`src/rtl/rnn_matvec_if.sv`:
```
// Handshake and tensor-port bundle between the mat-vec sequencer and its environment.
interface rnn_matvec_if #(
    parameter int DW = 16,
    parameter int RW = 4,
    parameter int CW = 4
);
    logic          start;
    logic          abort;
    logic          busy;
    logic          done;
    logic [RW-1:0] w_row;
    logic [CW-1:0] w_col;
    logic [CW-1:0] v_sel;
    logic [RW-1:0] b_sel;
    logic [DW-1:0] w_data;
    logic [DW-1:0] v_data;
    logic [DW-1:0] b_data;
    logic          res_write;
    logic [RW-1:0] res_sel;
    logic [DW-1:0] res_data;

    modport master (
        input  start, abort, w_data, v_data, b_data,
        output busy, done, w_row, w_col, v_sel, b_sel, res_write, res_sel, res_data
    );

    modport slave (
        output start, abort, w_data, v_data, b_data,
        input  busy, done, w_row, w_col, v_sel, b_sel, res_write, res_sel, res_data
    );
endinterface

```
`src/rtl/rnn_matvec_ctrl.sv`:
```
// Recurrent mat-vec sequencer: res[i] = sum_j W[i][j]*v[j] + b[i], signed fixed point.
// Define RNN_MATVEC_SAT_EN to saturate results instead of two's-complement wrap.
module rnn_matvec_ctrl #(
    parameter int ROWS = 16,
    parameter int COLS = 16,
    parameter int DW   = 16,
    parameter int FRAC = 8,
    parameter int RW   = 4,
    parameter int CW   = 4
) (
    input  logic         clk,
    input  logic         rst_n,
    rnn_matvec_if.master mv
);
    localparam int PW = 2 * DW;
    localparam int AW = 2 * DW + $clog2(COLS);
    localparam logic [RW-1:0] ROW_LAST = RW'(ROWS - 1);
    localparam logic [CW-1:0] COL_LAST = CW'(COLS - 1);

    typedef enum logic [2:0] {S_IDLE, S_MAC, S_ACC, S_WB, S_DONE} state_t;

    state_t               state, state_nx;
    logic [RW-1:0]        row, row_nx;
    logic [CW-1:0]        col, col_nx;
    logic signed [AW-1:0] acc, acc_nx;
    logic signed [PW-1:0] w_ext, v_ext, prod;
    logic [DW-1:0]        res_val;

    assign w_ext = PW'($signed(mv.w_data));
    assign v_ext = PW'($signed(mv.v_data));
    assign prod  = w_ext * v_ext;

`ifdef RNN_MATVEC_SAT_EN
    localparam int SW = AW + 1;
    localparam logic signed [SW-1:0] MAXV = {{(SW-DW+1){1'b0}}, {(DW-1){1'b1}}};
    localparam logic signed [SW-1:0] MINV = {{(SW-DW+1){1'b1}}, {(DW-1){1'b0}}};
    logic signed [SW-1:0] sum;

    assign sum = SW'(acc >>> FRAC) + SW'($signed(mv.b_data));

    always_comb begin
        if (sum > MAXV)
            res_val = {1'b0, {(DW-1){1'b1}}};
        else if (sum < MINV)
            res_val = {1'b1, {(DW-1){1'b0}}};
        else
            res_val = sum[DW-1:0];
    end
`else
    // Only the low DW bits of the sum survive the wrap, so add at DW width directly.
    always_comb begin
        res_val = DW'(acc >>> FRAC) + mv.b_data;
    end
`endif

    always_ff @(posedge clk or negedge rst_n) begin
        if (!rst_n) begin
            state <= S_IDLE;
            row   <= '0;
            col   <= '0;
            acc   <= '0;
        end else begin
            state <= state_nx;
            row   <= row_nx;
            col   <= col_nx;
            acc   <= acc_nx;
        end
    end

    // Read data lags the select by one cycle, so the first MAC cycle of a row has nothing to add.
    always_comb begin
        state_nx = state;
        row_nx   = row;
        col_nx   = col;
        acc_nx   = acc;
        case (state)
            S_IDLE: begin
                if (mv.start && !mv.abort) begin
                    state_nx = S_MAC;
                    row_nx   = '0;
                    col_nx   = '0;
                    acc_nx   = '0;
                end
            end
            S_MAC: begin
                if (mv.abort) begin
                    state_nx = S_IDLE;
                end else begin
                    if (col != '0)
                        acc_nx = acc + AW'(prod);
                    if (col == COL_LAST)
                        state_nx = S_ACC;
                    else
                        col_nx = col + 1'b1;
                end
            end
            S_ACC: begin
                if (mv.abort) begin
                    state_nx = S_IDLE;
                end else begin
                    acc_nx   = acc + AW'(prod);
                    state_nx = S_WB;
                end
            end
            S_WB: begin
                if (mv.abort) begin
                    state_nx = S_IDLE;
                end else if (row == ROW_LAST) begin
                    state_nx = S_DONE;
                end else begin
                    state_nx = S_MAC;
                    row_nx   = row + 1'b1;
                    col_nx   = '0;
                    acc_nx   = '0;
                end
            end
            S_DONE:  state_nx = S_IDLE;
            default: state_nx = S_IDLE;
        endcase
    end

    always_comb begin
        mv.busy      = (state != S_IDLE);
        mv.done      = (state == S_DONE) && !mv.abort;
        mv.res_write = (state == S_WB) && !mv.abort;
        mv.res_sel   = row;
        mv.res_data  = (state == S_WB) ? res_val : '0;
        mv.w_row     = row;
        mv.b_sel     = row;
        mv.w_col     = col;
        mv.v_sel     = col;
    end
endmodule
```
`src/flat_wrapper.sv`:
```
// flat-port wrapper written by rule: the top's interface ports become plain ports
module rnn_matvec_ctrl_flat 
#(
    parameter int ROWS = 16,
    parameter int COLS = 16,
    parameter int DW   = 16,
    parameter int FRAC = 8,
    parameter int RW   = 4,
    parameter int CW   = 4
)
  (clk, rst_n, mv_start, mv_abort, mv_w_data, mv_v_data, mv_b_data, mv_busy, mv_done, mv_w_row, mv_w_col, mv_v_sel, mv_b_sel, mv_res_write, mv_res_sel, mv_res_data);
  rnn_matvec_if #(.DW(DW), .RW(RW), .CW(CW)) mv_i ();
  input  logic clk;
  input  logic rst_n;
  input wire logic [$bits(mv_i.start)-1:0] mv_start;
  input wire logic [$bits(mv_i.abort)-1:0] mv_abort;
  input wire logic [$bits(mv_i.w_data)-1:0] mv_w_data;
  input wire logic [$bits(mv_i.v_data)-1:0] mv_v_data;
  input wire logic [$bits(mv_i.b_data)-1:0] mv_b_data;
  output wire logic [$bits(mv_i.busy)-1:0] mv_busy;
  output wire logic [$bits(mv_i.done)-1:0] mv_done;
  output wire logic [$bits(mv_i.w_row)-1:0] mv_w_row;
  output wire logic [$bits(mv_i.w_col)-1:0] mv_w_col;
  output wire logic [$bits(mv_i.v_sel)-1:0] mv_v_sel;
  output wire logic [$bits(mv_i.b_sel)-1:0] mv_b_sel;
  output wire logic [$bits(mv_i.res_write)-1:0] mv_res_write;
  output wire logic [$bits(mv_i.res_sel)-1:0] mv_res_sel;
  output wire logic [$bits(mv_i.res_data)-1:0] mv_res_data;
  assign mv_i.start = mv_start;
  assign mv_i.abort = mv_abort;
  assign mv_i.w_data = mv_w_data;
  assign mv_i.v_data = mv_v_data;
  assign mv_i.b_data = mv_b_data;
  assign mv_busy = mv_i.busy;
  assign mv_done = mv_i.done;
  assign mv_w_row = mv_i.w_row;
  assign mv_w_col = mv_i.w_col;
  assign mv_v_sel = mv_i.v_sel;
  assign mv_b_sel = mv_i.b_sel;
  assign mv_res_write = mv_i.res_write;
  assign mv_res_sel = mv_i.res_sel;
  assign mv_res_data = mv_i.res_data;
  rnn_matvec_ctrl #(.ROWS(ROWS), .COLS(COLS), .DW(DW), .FRAC(FRAC), .RW(RW), .CW(CW)) u_core (.clk(clk), .rst_n(rst_n), .mv(mv_i));
endmodule
```
`config.mk`:
```
export PLATFORM = sky130hd
export DESIGN_NAME = rnn_matvec_ctrl_flat
export DESIGN_NICKNAME = d
export VERILOG_FILES = /design/src/rtl/rnn_matvec_if.sv /design/src/rtl/rnn_matvec_ctrl.sv /design/src/flat_wrapper.sv
export SDC_FILE = /design/constraint.sdc
export NUM_CORES = 1
export LEC_CHECK = 0
export ABC_AREA = 1
export BUFFER_PORTS_ARGS = -buffer_cell sky130_fd_sc_hd__buf_4
export CAP_MARGIN = 40
export CORE_ASPECT_RATIO = 0.6
export CORE_MARGIN = 4
export CORE_UTILIZATION = 50
export CTS_BUF_LIST = sky130_fd_sc_hd__clkbuf_2
export DETAILED_ROUTE_END_ITERATION = 8
export GPL_ROUTABILITY_DRIVEN = 0
export HOLD_SLACK_MARGIN = 0.08
export PLACE_DENSITY = 0.74
export SETUP_SLACK_MARGIN = 0.2
export SLEW_MARGIN = 5
export SYNTH_ARGS = -nofsm -noshare
export SYNTH_HDL_FRONTEND = slang
export SYNTH_SLANG_ARGS = --single-unit
```
`constraint.sdc`:
```
create_clock -name clk -period 6.3 [get_ports clk]
set_clock_uncertainty 0.1 [all_clocks]
set_input_delay 1.26 -clock clk [delete_from_list [all_inputs] [get_ports clk]]
set_output_delay 1.26 -clock clk [all_outputs]
set_load 0.1 [all_outputs]
```
### After elaboration in Yosys (flattened, before gate mapping)

Cells that the tools add are included.

| word-level totals | value |
|---|---|
| output and inout port bits | 39 |
| logic and storage cells | 61 |
| flip-flop bits (word level) | 47 |
| input bits | 52 |

| operators by class | value |
|---|---|
| multiply operators | 1 |
| equal/unequal tests | 14 |
| multiplexer cells | 24 |
| reductions and logical operators | 14 |
| $add $sub $neg | 4 |

Operator list:

| operator | number |
|---|---|
| $mux 36 | 6 |
| $pmux 36 s4 | 1 |
| $add 36x32->36 | 1 |
| $mul 16x16->32 | 1 |
| $mux 4 | 7 |
| $add 16x16->16 | 1 |
| $mux 16 | 1 |
| $mux 3 | 5 |
| $pmux 3 s4 | 1 |
| $pmux 4 s3 | 1 |
| $ne 2x2->1 const B | 5 |
| $add 4x1->4 const B | 2 |
| $eq 4x4->1 const B | 2 |
| $pmux 4 s2 | 1 |
| $reduce_bool 4->1 | 2 |
| $reduce_and 7->1 | 1 |
| $eq 3x2->1 const B | 2 |
| $reduce_and 6->1 | 1 |
| $reduce_bool 3->1 | 2 |
| $ne 2x1->1 const B | 2 |
| $reduce_and 4->1 | 1 |
| $eq 3x1->1 const B | 1 |
| $eq 3x3->1 const B | 1 |
| $logic_and 1x1->1 | 3 |
| other kinds (6) | 6 |

### Longest topological paths before layout

Gate-level depths: netlist of run 1.

| logic depth | value |
|---|---|
| depth after elaboration | 5 |
| gate-level depth with buffers | 27 |

### Least setup slack after synthesis of run 1

No wires, ideal clock.

| path | value |
|---|---|
| path type | input -> register |
| start point | input mv_v_data[7] |
| end point | register u_core.acc[19] |
| library setup time | 0.120 ns |
| path slack | -0.325 ns |
| stages | 24 |
| arrival time | 6.405 ns |
| data required time | 6.080 ns |
| path buffers | 2 |
| cell sequence | clkbuf_1 > clkbuf_1 > nand2_1 > fa_1 > inv_1 > fa_1 > inv_1 > fa_1 > inv_1 > fa_1 > fa_1 > inv_1 > fa_1 > inv_1 > ha_1 > nand2_1 > nor2_1 > nand2_1 > o21ai_0 > nand3_1 > nand2_1 > a21oi_2 > o21ai_1 > nand2_1 |

| on the way | value |
|---|---|
| cells in the longest elaborated chain, start to end | 5 |
| elaborated cells between the ends (all ways) | 6 |
| those cells by class | add/sub (1); mul (1); mux (4) |

Ends and longest elaborated chain:

| element | RTL line | source |
|---|---|---|
| start: declaration | flat_wrapper.sv:18 | `input wire logic [$bits(mv_i.v_data)-1:0] mv_v_data;` |
| $mul 16x16->32 * | rnn_matvec_ctrl.sv:31 | `assign prod = w_ext * v_ext;` |
| $add 36x32->36 * | rnn_matvec_ctrl.sv:90, rnn_matvec_ctrl.sv:101 |  |
| $mux 36 | rnn_matvec_ctrl.sv:89 | `if (col != '0)` |
| $mux 36 | rnn_matvec_ctrl.sv:86 | `if (mv.abort) begin` |
| $pmux 36 s4 * | rnn_matvec_ctrl.sv:76 | `case (state)` |
| end signal: assignment | rnn_matvec_ctrl.sv:66 | `acc <= acc_nx;` |
| end: declaration | rnn_matvec_ctrl.sv:25 | `logic signed [AW-1:0] acc, acc_nx;` |

Mark *: on every way between the ends. The rest lies on a longest branch, timed or not. The select of a mux whose other input is x is not followed.
A chain may end at the register's enable or synchronous reset.

### Final worst setup path of run 1

| path | value |
|---|---|
| start point | input mv_w_data[3] |
| end point | register u_core.acc[22] |

| on the way | value |
|---|---|
| cells in the longest elaborated chain, start to end | 5 |
| elaborated cells between the ends (all ways) | 6 |
| those cells by class | add/sub (1); mul (1); mux (4) |

Ends and longest elaborated chain:

| element | RTL line | source |
|---|---|---|
| start: declaration | flat_wrapper.sv:17 | `input wire logic [$bits(mv_i.w_data)-1:0] mv_w_data;` |
| $mul 16x16->32 * | rnn_matvec_ctrl.sv:31 |  |
| $add 36x32->36 * | rnn_matvec_ctrl.sv:90, rnn_matvec_ctrl.sv:101 |  |
| $mux 36 | rnn_matvec_ctrl.sv:89 |  |
| $mux 36 | rnn_matvec_ctrl.sv:86 |  |
| $pmux 36 s4 * | rnn_matvec_ctrl.sv:76 |  |

Marked as above.

==> flow_summary_export.csv, run 1 <==
group,metric,value,unit
status,status,"complete, no violations",
grt,grt_util_all_layers,0.2403,
die,die_h,125.0,microns
timing,post-route-min-period,6086,ps
critical_path,ff2ff_path_depth,19,
final_layout,areaGrowthSynthToFinish,17.41,%
clock_tree,clkSinkCount,35,
hold_path,min_from,"u_core.acc[0]",
logic_synthesis,ys_ff_latch,35,
clock_tree,root_buffer,"clkbuf_2",
timing,slew_headroom,0.6867,
die,die_area,25360,sq um
timing,hold_ws,456.3,ps
critical_path,cp_cell_sequence,"buf_6 > buf_6 > buf_6 > nand2_2 > inv_2 > fa_2 > fa_1 > fa_1 > fa_1 > fa_1 > inv_1 > fa_1 > inv_2 > ha_4 > nand2_4 > buf_6 > nor4_4 > nand4_1 > nand3_2 > nand2_1 > nand2_1 > o21ai_1",
placed_design,post-dp-hpwl,25.62,mm
timing,worst_pin_slew,469.9,ps
grt,antenna_found_initial,1,
critical_path,crit_arrival,6320,ps
drt,drc_errors,0,
logic_synthesis,synth.distinct_cells,43,
logic_synthesis,ys_warn_count,0,
final_layout,final_area,13390,sq um
timing,hold_viol,0,
drt,ant_nets,0,
critical_path,r2r-start,"u_core.acc[8]",
critical_path,cp_slowest_cell,"fa_2",
critical_path,r2r_end,"u_core.acc[13]",
clock_tree,cts_buffers,5,
clock_tree,cts_tree,"built",
timing,slew_violations,0,
critical_path,crit_type,"primary input to flip-flop",
critical_path,worstPathRequired,6530,ps
run,cap_violations,0,
placed_design,io_buffers,90,
critical_path,endpoint_kind,"flip-flop",
final_layout,seq_area,875.8,sq um
logic_synthesis,synthesis.area,11400,sq um
final_layout,final_util,0.6022,
timing,setup_viol,0,
critical_path,cpPeakStageDelay,570,ps
critical_path,cpMostUsedCell,"fa_1",
clock_tree,cts_max_level,2,
logic_synthesis,synthesis.nets,1910,
drt,routedWlPerCell,14.92,microns
drt,routed_wl,29.49,mm
die,rows,42,
drt,vias,9729,
timing,rsz0062_at_grt,"yes",
timing,fin_crit_sh,0.9660,
grt,grt_first_pass_wirelength,49.92,mm
logic_synthesis,ys_seq_area_frac,0.07682,
grt,grt_start_max_net_pins,36,
final_layout,fin_nets,2027,
drt,first_pass_iters,5,
logic_synthesis,syn_area_per_cell,7.360,sq um
logic_synthesis,synthCells,1549,
final_layout,fillers,2004,
die,start_util,0.5129,
timing,fmaxAchievable,164.3,MHz
hold_path,hp-class,"flip-flop to flip-flop",
final_layout,final_layout_size_suffix_gt1_frac,0.1638,
final_layout,multiInputGateArea,8715,sq um
drt,drt_iter0_markers,665,
die,io-pin-count,91,
die,core_area,22230,sq um
critical_path,critPathMaxFanout,7,
clock_tree,clockBufferDepth,2,
critical_path,start_kind,"primary input",
clock_tree,clock_latency,420,ps
die,die_w,202.9,microns
placed_design,dpl-instance-area,12950,sq um
hold_path,hold_end,"u_core.acc[0]",
clock_tree,clkTransAtPathRegs,220,ps
hold_path,min_path_cells,1,
grt,grt_pass1_vias,10130,
critical_path,r2r_slack,1410,ps
grt,overflow,0,
drt,routed_via_density,4.924,
[registers in the layout, summed over array words and instances, names as in the netlist]
signal	count
u_core.state	3
u_core.acc	24
u_core.mv.v_sel	4
u_core.mv.b_sel	4
[routing by layer]
metal / routed length [microns] / part of all wire / vias to the layer above / GRT usage
met3: 2370 / 0.080 / 24 / 0.04710
met5: 0 / 0 / - / 0
met1: 13840 / 0.47 / 4705 / 0.3709
met2: 13030 / 0.44 / 342 / 0.3674
met4: 249 / 0.0084 / 0 / 0.02234
li1: - / - / 4658 / -
[worst max-delay path: cells and delay by family]
family	cells	cell delay, ps
adder cells (fa/ha/maj)	7	3380
buffers and inverters	7	610
AO/OA/AOI/OAI	1	80
AND/OR/NAND/NOR	7	970
[placed cells by master (no fill, tap or decap), drive strengths merged]
master / instances
a211oi: 1
a21boi: 1
a21o: 5
a21oi: 60
a221oi: 1
a22o: 5
a22oi: 1
a31oi: 2
and2: 1
and3: 1
buf: 174
bufinv: 1
clkbuf: 5
clkinv: 3
clkinvlp: 1
dfrtp: 35
diode: 1
fa: 210
ha: 99
inv: 490
nand2: 380
nand3: 33
nand3b: 3
nand4: 3
nor2: 60
nor3: 5
nor4: 5
o211ai: 2
o21a: 2
o21ai: 53
o21bai: 1
o311ai: 1
or2: 3
xnor2: 11
xor2: 9
[cells by family after synthesis]
group,Yosys count,synth area share
buffers and inverters,556,0.1890
AO/OA/AOI/OAI,135,0.06629
adder cells (fa/ha/maj),309,0.4774
AND/OR/NAND/NOR,494,0.1752
flip-flops,35,0.07682
XOR/XNOR,20,0.01536
[worst max-delay path by stage]
stage | from | endpoint | slack [ps] | depth (start not counted)
global route | mv_w_data[3] | u_core.acc[22] | 70 | 22
global placement | mv_v_data[6] | u_core.acc[22] | -360 | 23
CTS | mv_w_data[6] | u_core.acc[22] | 210 | 22
detailed placement | mv_v_data[15] | u_core.acc[22] | -450 | 22
floorplan | mv_v_data[5] | u_core.acc[19] | 190 | 24
finish | mv_w_data[3] | u_core.acc[22] | 210 | 22
[what timing repair did]
action / CTS / global route
hold buffers: 0 / 0
pin swaps: 4 / 37
setup endpoints to repair: 2 / 10
buffers inserted: 0 / 8
gates resized for setup: 6 / 79
[cell usage after synthesis]
library cell	instances	area, sq um
inv_1	485	1821
nand2_1	377	1415
fa_1	210	4204
ha_1	99	1239
nor2_1	58	217.7
a21oi_1	55	275.3
o21ai_0	45	225.2
clkbuf_1	44	165.2
dfrtp_1	35	875.8
nand3_1	31	155.2
buf_4	12	90.09
xnor2_1	11	96.34
xor2_1	9	78.83
o21ai_1	8	40.04
buf_2	6	30.03
a21o_1	5	37.54
a21oi_2	5	43.79
a22o_1	5	43.79
inv_2	5	18.77
nor3_1	5	25.02
nor4_1	4	25.02
nand4_1	3	18.77
or2_2	3	18.77
a31oi_1	2	12.51
buf_6	2	22.52
clkinv_1	2	7.510
nand2_4	2	22.52
nand3_2	2	20.02
nand3b_1	2	15.01
nor2_2	2	12.51
o211ai_1	2	15.01
o21a_1	2	15.01
a211oi_1	1	7.510
a21boi_0	1	7.510
a221oi_1	1	8.760
a22oi_1	1	7.510
and2_1	1	6.260
and3_1	1	6.260
nand2_2	1	6.260
nand3b_2	1	11.26
nor4_4	1	21.27
o21bai_1	1	7.510
o311ai_0	1	8.760
[area by class of cell]
cell class              count  share of cell area
clock buffers               5            0.001870
diodes                      1           0.0001870
inverters                 492              0.1383
flip-flops and latches     35             0.06543
well taps                 308             0.02879
multi-input cells         958              0.6511
repair buffers            174              0.1111
clock inverters             3            0.003272
[through the flow]
stage	std cells	setup WS [ps]	TNS [ps]
after floorplan	1549	194.7	0
after global placement	1959	-360.9	-722.0
after detailed placement	1959	-453.3	-1310
after CTS	1967	205.1	0
after global routing	1976	74.67	0
final	1976	214.0	0
Power of run 1 is not shown: default switching activity piles up to over one toggle a cycle in this logic, so the estimate is an artifact.
==> run 2, diff against run 1 <==
==> constraint.sdc (replaced) <==
create_clock -name clk -period 6.3 [get_ports clk]
set_clock_uncertainty 0.1 [all_clocks]
set_input_delay 0.63 -clock clk [delete_from_list [all_inputs] [get_ports clk]]
set_output_delay 0.63 -clock clk [all_outputs]
set_load 0.1 [all_outputs]
==> run 2 against run 1 <==
Net effect: setup slack better by 200 ps; non-clock buffer count decreased by 77; routed wire length is 5.1% lower; count of clock-buffer cells in the layout grew 1; via count decreased by 3.3%; flip-flop and latch count unchanged; cell count fell by 3.9%; utilization shrank 5.0 points.
==> flow_summary_export.csv, run 2 (same netlist as run 1, synthesis figures left out) <==
group,metric,value,unit
grt,antenna_found_initial,0,
final_layout,areaGrowthSynthToFinish,7.595,%
die,die_area,25360,sq um
placed_design,post-dp-hpwl,24.57,mm
die,start_util,0.5129,
timing,post-route-min-period,5882,ps
clock_tree,cts_tree,"built",
drt,ant_nets,0,
die,die_w,202.9,microns
clock_tree,root_buffer,"clkbuf_2",
critical_path,cp_slowest_cell,"fa_1",
critical_path,cp_cell_sequence,"buf_4 > nand2_1 > fa_1 > inv_1 > fa_1 > inv_1 > fa_1 > inv_1 > fa_1 > fa_1 > inv_1 > fa_1 > inv_1 > ha_1 > a21oi_1 > o21ai_0 > a21oi_1 > o311ai_4 > buf_4 > inv_1 > nand3_1 > nand3_1 > nand2_1",
final_layout,final_layout_size_suffix_gt1_frac,0.07925,
clock_tree,clockBufferDepth,2,
grt,grt_util_all_layers,0.2260,
critical_path,start_kind,"primary input",
drt,routed_via_density,4.955,
timing,slew_violations,0,
clock_tree,cts_max_level,2,
die,rows,42,
grt,overflow,0,
final_layout,largest_reg_flops,24,
critical_path,crit_arrival,6080,ps
drt,routedWlPerCell,14.75,microns
final_layout,fin_nets,1950,
drt,drt_iter0_markers,754,
final_layout,final_cell_mix,"inv_1, nand2_1, fa_1",
critical_path,endpoint_kind,"flip-flop",
critical_path,crit_type,"primary input to flip-flop",
timing,setup_viol,0,
clock_tree,clock_latency,400,ps
clock_tree,clkTransAtPathRegs,210,ps
final_layout,regMostFlops,"u_core.acc",
timing,rsz0062_at_grt,"no",
timing,worst_pin_slew,656.4,ps
die,core_area,22230,sq um
drt,vias,9404,
status,status,"complete, no violations",
die,die_h,125.0,microns
placed_design,io_buffers,90,
drt,routed_wl,27.99,mm
critical_path,worstPathRequired,6500,ps
die,io-pin-count,91,
drt,first_pass_iters,7,
final_layout,final_area,12270,sq um
critical_path,r2r_slack,1170,ps
timing,hold_viol,0,
clock_tree,clkSinkCount,35,
timing,slew_headroom,0.5577,
timing,fmaxAchievable,170.0,MHz
timing,fin_crit_sh,0.9337,
clock_tree,cts_buffers,5,
run,cap_violations,0,
critical_path,critPathMaxFanout,16,
hold_path,hp-class,"primary input to flip-flop",
grt,grt_first_pass_wirelength,46.89,mm
grt,grt_start_max_net_pins,36,
grt,grt_pass1_vias,9361,
final_layout,antenna_cells,0,
critical_path,cpPeakStageDelay,590,ps
clock_tree,cts_setup_buffers,0,
final_layout,final_common_cell,"inv_1",
placed_design,dpl-instance-area,12200,sq um
timing,tns,0,ps
drt,drc_errors,0,
run 2: cell types whose count changed in the layout (fill, tap and decap cells not counted), sizes merged:
cell         delta
buf            -78
bufinv          -1
clkbuf          +1
clkinv          +1
clkinvlp        -1
diode           -1
dlygate4sd3     +1
run 2: stage by stage:
| stage | hold WS, ps | util | worst slack (ps) | cells |
|---|---|---|---|---|
| finish | 303.0 | 0.5518 | 417.8 | 1898 |
| CTS | 282.6 | 0.5509 | 349.0 | 1898 |
| global route | 265.9 | 0.5518 | 282.8 | 1898 |
| global placement | 385.6 | 0.5488 | -296.2 | 1889 |
| floorplan | 234.4 | - | 304.9 | 1549 |
| detailed placement | 392.7 | 0.5488 | -313.6 | 1889 |
run 2: worst paths after layout:
path / startpoint / endpoint / cells past startpoint
min in group asynchronous: rst_n / u_core.mv.b_sel[1] / 2
min reg2reg: u_core.acc[6] / u_core.acc[6] / 2
max: mv_v_data[1] / u_core.acc[23] / 23
max reg2reg: u_core.acc[8] / u_core.acc[15] / 19
min: mv_abort / u_core.state[2] / 2
max in group asynchronous: rst_n / u_core.acc[1] / 2
run 2: final cells by class:
type | count | area (sq um)
Fill cell | 2066 | 9962
Multi-Input combinational cell | 958 | 8391
Inverter | 492 | 1847
Sequential cell | 35 | 875.8
Timing Repair Buffer | 97 | 730.7
Tap cell | 308 | 385.4
Clock buffer | 6 | 30.03
Clock inverter | 2 | 7.507
run 2: repair_timing:
| item | CTS | global route |
|---|---|---|
| endpoints found under the hold margin | 35 | 0 |
| resized for setup | 1 | 3 |
| endpoints found under the setup margin | 1 | 1 |
| hold buffers | 1 | 0 |
run 2: per-layer routing:
metal  share of wire  GRT usage  wire length, microns  vias up
li1                -          -                     -     4496
met4          0.0084    0.02593                   235        0
met3           0.096    0.04633                  2692       18
met2            0.42     0.3268                 11740      365
met1            0.48     0.3607                 13320     4525
met5               0          0                     0        -
run 2: critical path: cells and delay by family:
family / cells / cell delay, ps
AOI/OAI and AO/OA: 4 / 950
adders and majority gates: 7 / 3360
and+or+nand+nor: 4 / 350
buffers and inverters: 8 / 780
Power of run 2 is left out for the same reason.
